## src/rtl/fetch_pkg.sv

```systemverilog
// fetch_pkg: shared state encoding and constants for the instruction-fetch stage.
package fetch_pkg;

  // Fetch controller states.
  typedef enum logic [1:0] {
    IDLE  = 2'd0,
    FETCH = 2'd1,
    WAIT  = 2'd2,
    HOLD  = 2'd3
  } fetch_state_t;

  // Canonical RISC-V NOP (addi x0, x0, 0) used for pipeline bubbles.
  localparam logic [31:0] NOP_INSTR = 32'h00000013;

  // PC loaded on reset unless the instantiating level overrides it.
  localparam logic [63:0] DEFAULT_RESET_PC = 64'h0;

endpackage

```

## src/rtl/fetch_skid.sv

```systemverilog
// fetch_skid: one-entry holding buffer for a fetched {instr, pc} pair that
// arrived while decode was stalled.
module fetch_skid
  import fetch_pkg::*;
#(
  parameter int N = 64
) (
  input  logic         clk,
  input  logic         reset,
  input  logic         load,
  input  logic         pop,
  input  logic         clear,
  input  logic [31:0]  load_instr,
  input  logic [N-1:0] load_pc,
  output logic         valid,
  output logic [31:0]  instr,
  output logic [N-1:0] pc
);

  // Buffer update: clear wins over load, load wins over pop.
  always_ff @(posedge clk) begin
    if (!reset) begin
      valid <= 1'b0;
      instr <= NOP_INSTR;
      pc    <= '0;
    end else if (clear) begin
      valid <= 1'b0;
    end else if (load) begin
      valid <= 1'b1;
      instr <= load_instr;
      pc    <= load_pc;
    end else if (pop) begin
      valid <= 1'b0;
    end
  end

endmodule

```

## src/rtl/fetch_stage.sv

```systemverilog
// fetch_stage: PC register, single-outstanding instruction-memory handshake,
// one-entry skid buffer and IF/ID register feeding decode.
// Optional debug halt/single-step is enabled with `define FETCH_DEBUG_HALT_EN;
// without it halt_DB/step_DB are ignored and halted_DB is tied low.
module fetch_stage
  import fetch_pkg::*;
#(
  parameter int          N        = 64,
  parameter logic [N-1:0] RESET_PC = N'(DEFAULT_RESET_PC)
) (
  input  logic         clk,
  input  logic         reset,
  input  logic         stall_D,
  input  logic         redirect_E,
  input  logic [N-1:0] target_E,
  output logic         imem_req,
  output logic [N-1:0] imem_addr,
  input  logic         imem_valid,
  input  logic [31:0]  imem_data,
  output logic [31:0]  instr_D,
  output logic [N-1:0] PC_D,
  output logic [N-1:0] PC_4,
  output logic         valid_D,
  input  logic         halt_DB,
  input  logic         step_DB,
  output logic         halted_DB
);

  fetch_state_t state, state_next;
  logic [N-1:0] pc, pc_next;
  logic         kill, kill_next;

  logic         fetch_req;
  logic         fetch_allow;
  logic [N-1:0] pc_plus4;
  logic [N-1:0] target_aligned;

  logic         skid_load, skid_pop, skid_clear;
  logic         skid_valid;
  logic [31:0]  skid_instr;
  logic [N-1:0] skid_pc;

  logic         ifid_load;
  logic [31:0]  ifid_src_instr;
  logic [N-1:0] ifid_src_pc;
  logic [N-1:0] ifid_src_pc4;

  assign pc_plus4       = pc + N'(4);
  assign target_aligned = target_E & ~N'(3);
  assign ifid_src_pc4   = ifid_src_pc + N'(4);

  assign imem_req  = fetch_req;
  assign imem_addr = pc;

`ifdef FETCH_DEBUG_HALT_EN
  assign fetch_allow = ~halt_DB | step_DB;
  assign halted_DB   = reset & halt_DB & ((state == FETCH) | (state == IDLE));
`else
  logic unused_dbg;
  assign unused_dbg  = halt_DB ^ step_DB;
  assign fetch_allow = 1'b1;
  assign halted_DB   = 1'b0;
`endif

  fetch_skid #(
    .N(N)
  ) u_skid (
    .clk       (clk),
    .reset     (reset),
    .load      (skid_load),
    .pop       (skid_pop),
    .clear     (skid_clear),
    .load_instr(imem_data),
    .load_pc   (pc),
    .valid     (skid_valid),
    .instr     (skid_instr),
    .pc        (skid_pc)
  );

  // Next-state, PC and handshake decisions; a redirect overrides stall and response.
  always_comb begin
    state_next     = state;
    pc_next        = pc;
    kill_next      = kill;
    fetch_req      = 1'b0;
    skid_load      = 1'b0;
    skid_pop       = 1'b0;
    skid_clear     = 1'b0;
    ifid_load      = 1'b0;
    ifid_src_instr = imem_data;
    ifid_src_pc    = pc;

    case (state)
      IDLE: begin
        state_next = FETCH;
      end

      FETCH: begin
        fetch_req = ~redirect_E & fetch_allow;
        if (fetch_req) begin
          state_next = WAIT;
        end
      end

      WAIT: begin
        if (redirect_E) begin
          if (imem_valid) begin
            kill_next  = 1'b0;
            state_next = FETCH;
          end else begin
            kill_next  = 1'b1;
          end
        end else if (imem_valid) begin
          if (kill) begin
            kill_next  = 1'b0;
            state_next = FETCH;
          end else if (!stall_D) begin
            ifid_load  = 1'b1;
            pc_next    = pc_plus4;
            state_next = FETCH;
          end else begin
            skid_load  = 1'b1;
            pc_next    = pc_plus4;
            state_next = HOLD;
          end
        end
      end

      HOLD: begin
        if (redirect_E) begin
          skid_clear = 1'b1;
          state_next = FETCH;
        end else if (!stall_D) begin
          skid_pop       = 1'b1;
          ifid_load      = skid_valid;
          ifid_src_instr = skid_instr;
          ifid_src_pc    = skid_pc;
          state_next     = FETCH;
        end
      end

      default: begin
        state_next = IDLE;
      end
    endcase

    if (redirect_E) begin
      pc_next = target_aligned;
    end
  end

  // Controller state, PC and kill flag registers.
  always_ff @(posedge clk) begin
    if (!reset) begin
      state <= IDLE;
      pc    <= RESET_PC;
      kill  <= 1'b0;
    end else begin
      state <= state_next;
      pc    <= pc_next;
      kill  <= kill_next;
    end
  end

  // IF/ID register: flushed on redirect, held on stall, otherwise loads data or a bubble.
  always_ff @(posedge clk) begin
    if (!reset) begin
      valid_D <= 1'b0;
      instr_D <= NOP_INSTR;
      PC_D    <= '0;
      PC_4    <= '0;
    end else if (redirect_E) begin
      valid_D <= 1'b0;
      instr_D <= NOP_INSTR;
    end else if (!stall_D) begin
      if (ifid_load) begin
        valid_D <= 1'b1;
        instr_D <= ifid_src_instr;
        PC_D    <= ifid_src_pc;
        PC_4    <= ifid_src_pc4;
      end else begin
        valid_D <= 1'b0;
        instr_D <= NOP_INSTR;
      end
    end
  end

endmodule

```

## config.mk

```make
export PLATFORM = sky130hd
export DESIGN_NAME = fetch_stage
export DESIGN_NICKNAME = d
export VERILOG_FILES = /design/src/rtl/fetch_pkg.sv /design/src/rtl/fetch_skid.sv /design/src/rtl/fetch_stage.sv
export SDC_FILE = /design/constraint.sdc
export NUM_CORES = 1
export LEC_CHECK = 0
export BUFFER_PORTS_ARGS = -buffer_cell sky130_fd_sc_hd__buf_2
export CAP_MARGIN = 10
export CORE_MARGIN = 4
export CORE_UTILIZATION = 50
export CTS_CLUSTER_DIAMETER = 40
export DETAILED_ROUTE_END_ITERATION = 8
export HOLD_SLACK_MARGIN = 0.05
export PLACE_DENSITY = 0.88
export SKIP_LAST_GASP = 1
export SYNTH_ARGS = -nofsm -noshare
export SYNTH_HDL_FRONTEND = slang
export SYNTH_SLANG_ARGS = --single-unit
```

## constraint.sdc

```tcl
create_clock -name clk -period 4.9 [get_ports clk]
set_clock_uncertainty 0.05 [all_clocks]
set_input_delay 0.98 -clock clk [delete_from_list [all_inputs] [get_ports clk]]
set_output_delay 0.98 -clock clk [all_outputs]
set_load 0.01 [all_outputs]
```

# Yosys cells after proc, flatten, opt, wreduce, memory -nomap -nowiden
# Cells that the tools add are included.
# totals
inputBits	103
elab_cells	78
ff_bits	325
# classes
reduce_logical	12
bitwise	5
eq_ne	7
add_sub_neg	2
mux	41
# ops
op	count
two-way mux 64 bit	7
adder 64 x 3 -> 64 bit, second input constant	2
two-way mux 32 bit	2
two-way mux 1 bit	22
two-way mux 2 bit	8
AND reduction 3 bit	4
case mux 2 bit (4 select lines)	1
!= test 2 bit, second input constant	3
nonzero test 2 bit	3
inverter 1 bit	5
== test 2 bit, second input constant	2
AND reduction 2 bit	2
OR reduction 2 bit	2
!= test 3 bit, second input constant	1
== test 2 x 1 -> 1 bit, second input constant	1
logical NOT 2 bit	1
case mux 1 bit (2 select lines)	1

# Logic depth before layout (Yosys ltp)
# logic_depth
ltp_word	6
ltp_mapped	19
mapped_depth_nobuf	11

# Cells and area by module
# Synthesis repeated with hierarchy kept, for this count alone.
# unflattened
hier_cells	1986
hier_area_um2	16171.8
# by_module_without_submodules
module	area_per_inst_um2	seq_area_each_um2	cells_per_inst	instances
fetch_stage	12273.0	4484.3	1565	1
fetch_skid	3898.7	1941.9	421	1

# Worst setup path after synthesis
# Ideal clock, no wire load.
# synth_timing
path_kind	input-to-reg
startpoint	input stall_D
endpoint	register PC_4[50]
setup_slack_ns	0.107
t_arrival_ns	4.681
path_buffers	7
stages	17
required_ns	4.788
cell_sequence	buf_6 nor3b_2 buf_2 buf_2 buf_2 buf_2 buf_2 nand2_1 nand2_1 ha_1 nand3_1 nor4_2 o21ai_2 or3_4 buf_6 or4_1 nand3_1
# synth_between
elab_cells_between_ends	13
cone_classes	add/sub (1); mux (10); bitwise (1); reduce/logical (1)
# synth_rtl
element	line_no	rtl
start, declared	fetch_stage.sv:13	input logic stall_D,
two-way mux 64 bit	fetch_stage.sv:133	end else if (!stall_D) begin
two-way mux 64 bit	fetch_stage.sv:130	if (redirect_E) begin
two-way mux 64 bit	fetch_stage.sv:93	case (state)
net ifid_src_pc[2]	fetch_stage.sv:45	logic [N-1:0] ifid_src_pc;
adder 64 x 3 -> 64 bit	fetch_stage.sv:50	assign ifid_src_pc4 = ifid_src_pc + N'(4);
end signal, assigned	fetch_stage.sv:180	PC_4 <= ifid_src_pc4;
end, declared	fetch_stage.sv:22	output logic [N-1:0] PC_4,
# The timed path passes the listed nets, and every way through them passes these cells.
# A chain may end at the register's enable or synchronous reset.

# Worst setup path in the final report
# layout_timing
startpoint	input stall_D
endpoint	register PC_4[45]
# layout_between
elab_chain_cells	6
elab_cells_between_ends	13
cone_classes	add/sub (1); mux (10); bitwise (1); reduce/logical (1)
# layout_rtl
element
parallel branches: the longest is 6 deep, another holds adder 64 x 3 -> 64 bit
# Several ways; the timed one is not identified.

==> metrics <==
Post-Syn Area=16,100 sq um; placed inst area=17,800 sq um; run status=finished, final reports clean; P_sw=1.58 mW; wire length per cell=19.5 microns; startpoint types=input pin; fraction of the mapped netlist area in adder cells=0.00390; library cells used by synthesis=70; PD cells=331 nW/um^2; H-tree depth=2; post-synthesis xor/xnor area fraction=0.0447; cts repair resizes=0; Starting DRT DRC Count=1,722; Worst Tran Pin Value=1170 ps; Synth Flop Type=dfxtp_1; Core Box Area=31,600 sq um; combinational share of power=0.064; CP arrival=4030 ps; Max-Cap Viols=0; sequential share of the synthesized area=0.395; clock-pin slew on the worst setup and hold paths=60 ps; GRT overflow=0; fill count=2,599; setup repair bufs after CTS=0; Rel. slew slack=0.223; Max FO, Critical Path=15; Compound-Gate Fraction of Synth Area=0.189; diode count=0; top cell type by total area after synthesis=dfxtp_1; Die ar.=35,000 sq um; drt first pass iters=6; row cnt=65; global-route wire length before repair=81.6 mm; Clk Latency, worst-skew pair=540 ps; antenna-violating nets left=0; Hold Buf Count CTS=0; Mapped Avg Cell Area=8.11 sq um; GPL Wtd Cong=0.895; die width=187 microns; CTS tree=built; setup TNS=0 ps; post-synth top area share=0.395; Tcrit/Tclk final=0.739; WL final=51.7 mm; CTS root buffer=clkbuf_16; # IOs=330; Area contributors post-synth=dfxtp_1, nand2_1, mux2i_1, a21boi_0, o211a_1; share of layout cells above drive strength 1=0.209; Layout area overhead=20.3%; Worst Setup Path Type=input pin to flip-flop; HPWL after DPL=35.3 mm; CP Capture Type=flip-flop; area of the multi-input gates=8970 sq um; Clock power frac=0.514; Initial Util=0.507; total track usage=0.278; Inst Count DP=2,563; total number of vias=16,100; post-synthesis simple-gate area fraction=0.252; YS warnings=0; Post-synth ARST share=0; total CTS buffers=44; post-route cell area=19,300 sq um; Post-synth EDFFs=0; Remaining DRCs=0; setup violators final=0; TritonCTS Sinks=317; number of port buffers=318; max-slew violations=0; Leak=8.11 nW; Seq pwr share=0.423; internal power=4.82 mW; minimum clock period=3620 ps; Core Util, Final=0.611; Die Span Y=187 microns; unrepaired setup endpoints after global routing=false; pin count of the biggest net entering global routing=127; largest family of logic cells by synthesized area=simple AND/OR/NAND/NOR gates; max frequency=0.276 GHz; CTS max path bufs=3; initial antenna violation count=1; Hold Slack=415 ps; Seq. cell area=6350 sq um; Final Hold Violating Endpoints=0; Critical Path RT=5310 ps; final std cells w/o fill=2,644; multiplexer area fraction after synthesis=0.0647; number of synthesized register bits=317; Post-Syn Instances=1,980; vias per cell=6.08; worst vdd ir=0.000236 V; Final #Nets=2,315; vias in the first global route=15,500; HP Class=flip-flop to flip-flop; switch share=0.247
==> layout by cell type, fill, tap and decap left out, types with 9 or more instances in the layout <==
| cell type | count |
|---|---|
| xnor2_1 | 45 |
| nor2b_1 | 11 |
| dfxtp_1 | 317 |
| nand4_1 | 43 |
| buf_4 | 26 |
| a21oi_1 | 72 |
| nand3_1 | 113 |
| or4_1 | 10 |
| nor4_1 | 30 |
| o311ai_0 | 14 |
| and3_1 | 10 |
| nand2b_1 | 15 |
| mux2_2 | 11 |
| o211ai_1 | 24 |
| nand2_1 | 371 |
| clkbuf_16 | 46 |
| mux2i_1 | 90 |
| o21ai_0 | 76 |
| xor2_1 | 37 |
| o2111ai_1 | 9 |
| a21boi_0 | 100 |
| inv_1 | 20 |
| nor3_1 | 46 |
| o211a_1 | 72 |
| buf_2 | 317 |
| and2_1 | 30 |
| nor2_1 | 132 |
| a31oi_1 | 14 |
==> synth_stat cells (4+ instances only) <==
cell / instances
clkbuf_1: 134
a21boi_0: 100
o21ai_0: 76
nor2b_1: 11
nand3b_1: 4
buf_2: 15
or4_1: 10
nand2_1: 372
buf_1: 10
and3_1: 10
o21bai_1: 4
inv_1: 21
xor2_1: 37
nor4_2: 5
mux2_2: 11
a31oi_1: 14
nor3_1: 46
o31a_1: 6
and2_1: 30
a21oi_1: 72
nor2_1: 133
or3_1: 7
or2_2: 5
o31ai_1: 5
nor3b_1: 6
o211a_1: 72
dfxtp_1: 317
buf_4: 11
mux2i_1: 90
nand2b_1: 15
nor4_1: 30
nand4_1: 43
o2111ai_1: 9
o311ai_0: 14
ha_1: 5
o211ai_1: 24
nand3_1: 113
xnor2_1: 45
==> worst paths after layout <==
check / startpoint / to / slack (ps) / depth (start not counted)
worst max-delay path: stall_D / PC_4[45] / 1280 / 7
worst min-delay path: u_skid.instr[22] / u_skid.instr[22] / 410 / 2
worst max register to register: state[1] / PC_4[45] / 1300 / 7
worst min register to register: u_skid.instr[22] / u_skid.instr[22] / 410 / 2
==> cell type report <==
| type | instances | area share |
|---|---|---|
| multi-input combinational | 1475 | 0.464 |
| tap | 402 | 0.0260 |
| timing repair buffer | 348 | 0.0971 |
| inverter | 21 | 0.00408 |
| clock inverter | 27 | 0.0161 |
| clock buffer | 54 | 0.0637 |
| sequential | 317 | 0.329 |
==> critical path, stage by stage <==
cell      delay, ps
buf_2           140
or3b_2          710
nor4_4          620
o221ai_2        320
or2_1           490
or4_1           580
o211ai_1        180
==> power by group through the flow <==
stage	sequential [mW]	clock [mW]	combinational [mW]
after CTS	2.70	3.32	0.405
final	2.71	3.29	0.407
after floorplan	2.74	0	0.265
after global placement	2.76	0	0.390
after detailed placement	2.76	0	0.400
after global routing	2.71	3.46	0.445
==> metrics by stage <==
step	setup WS (ps)	power (mW)
after floorplan	107	3.00
after global placement	867	3.15
after detailed placement	781	3.16
after CTS	1340	6.43
after global routing	1130	6.61
final	1280	6.40
==> kinds of logic (layout without fill, tap and decap cells) <==
logic type	after synthesis	after routing
simple gates	857	857
compound gates	422	422
flops	317	317
buf+inv	194	450
mux	102	102
xor+xnor	82	82
fa+ha+maj	5	5
other cells	1	7
==> registers in the layout, indices dropped and copies added (netlist names) <==
name and flops:
u_skid.instr 32, u_skid.pc 62, u_skid.valid 1, instr_D 32, valid_D 1, kill 1, PC_D 62, imem_addr 62
state 2, PC_4 62
==> routing by layer <==
layer  global-route usage  part of all wire  up-vias
met5                    0           0.00025        -
met4                0.114             0.040        2
met3               0.0711             0.097      175
met2                0.466              0.47      885
met1                0.342              0.39     7592
li1                     -                 -     7429
(Power assumes the default switching activity.)
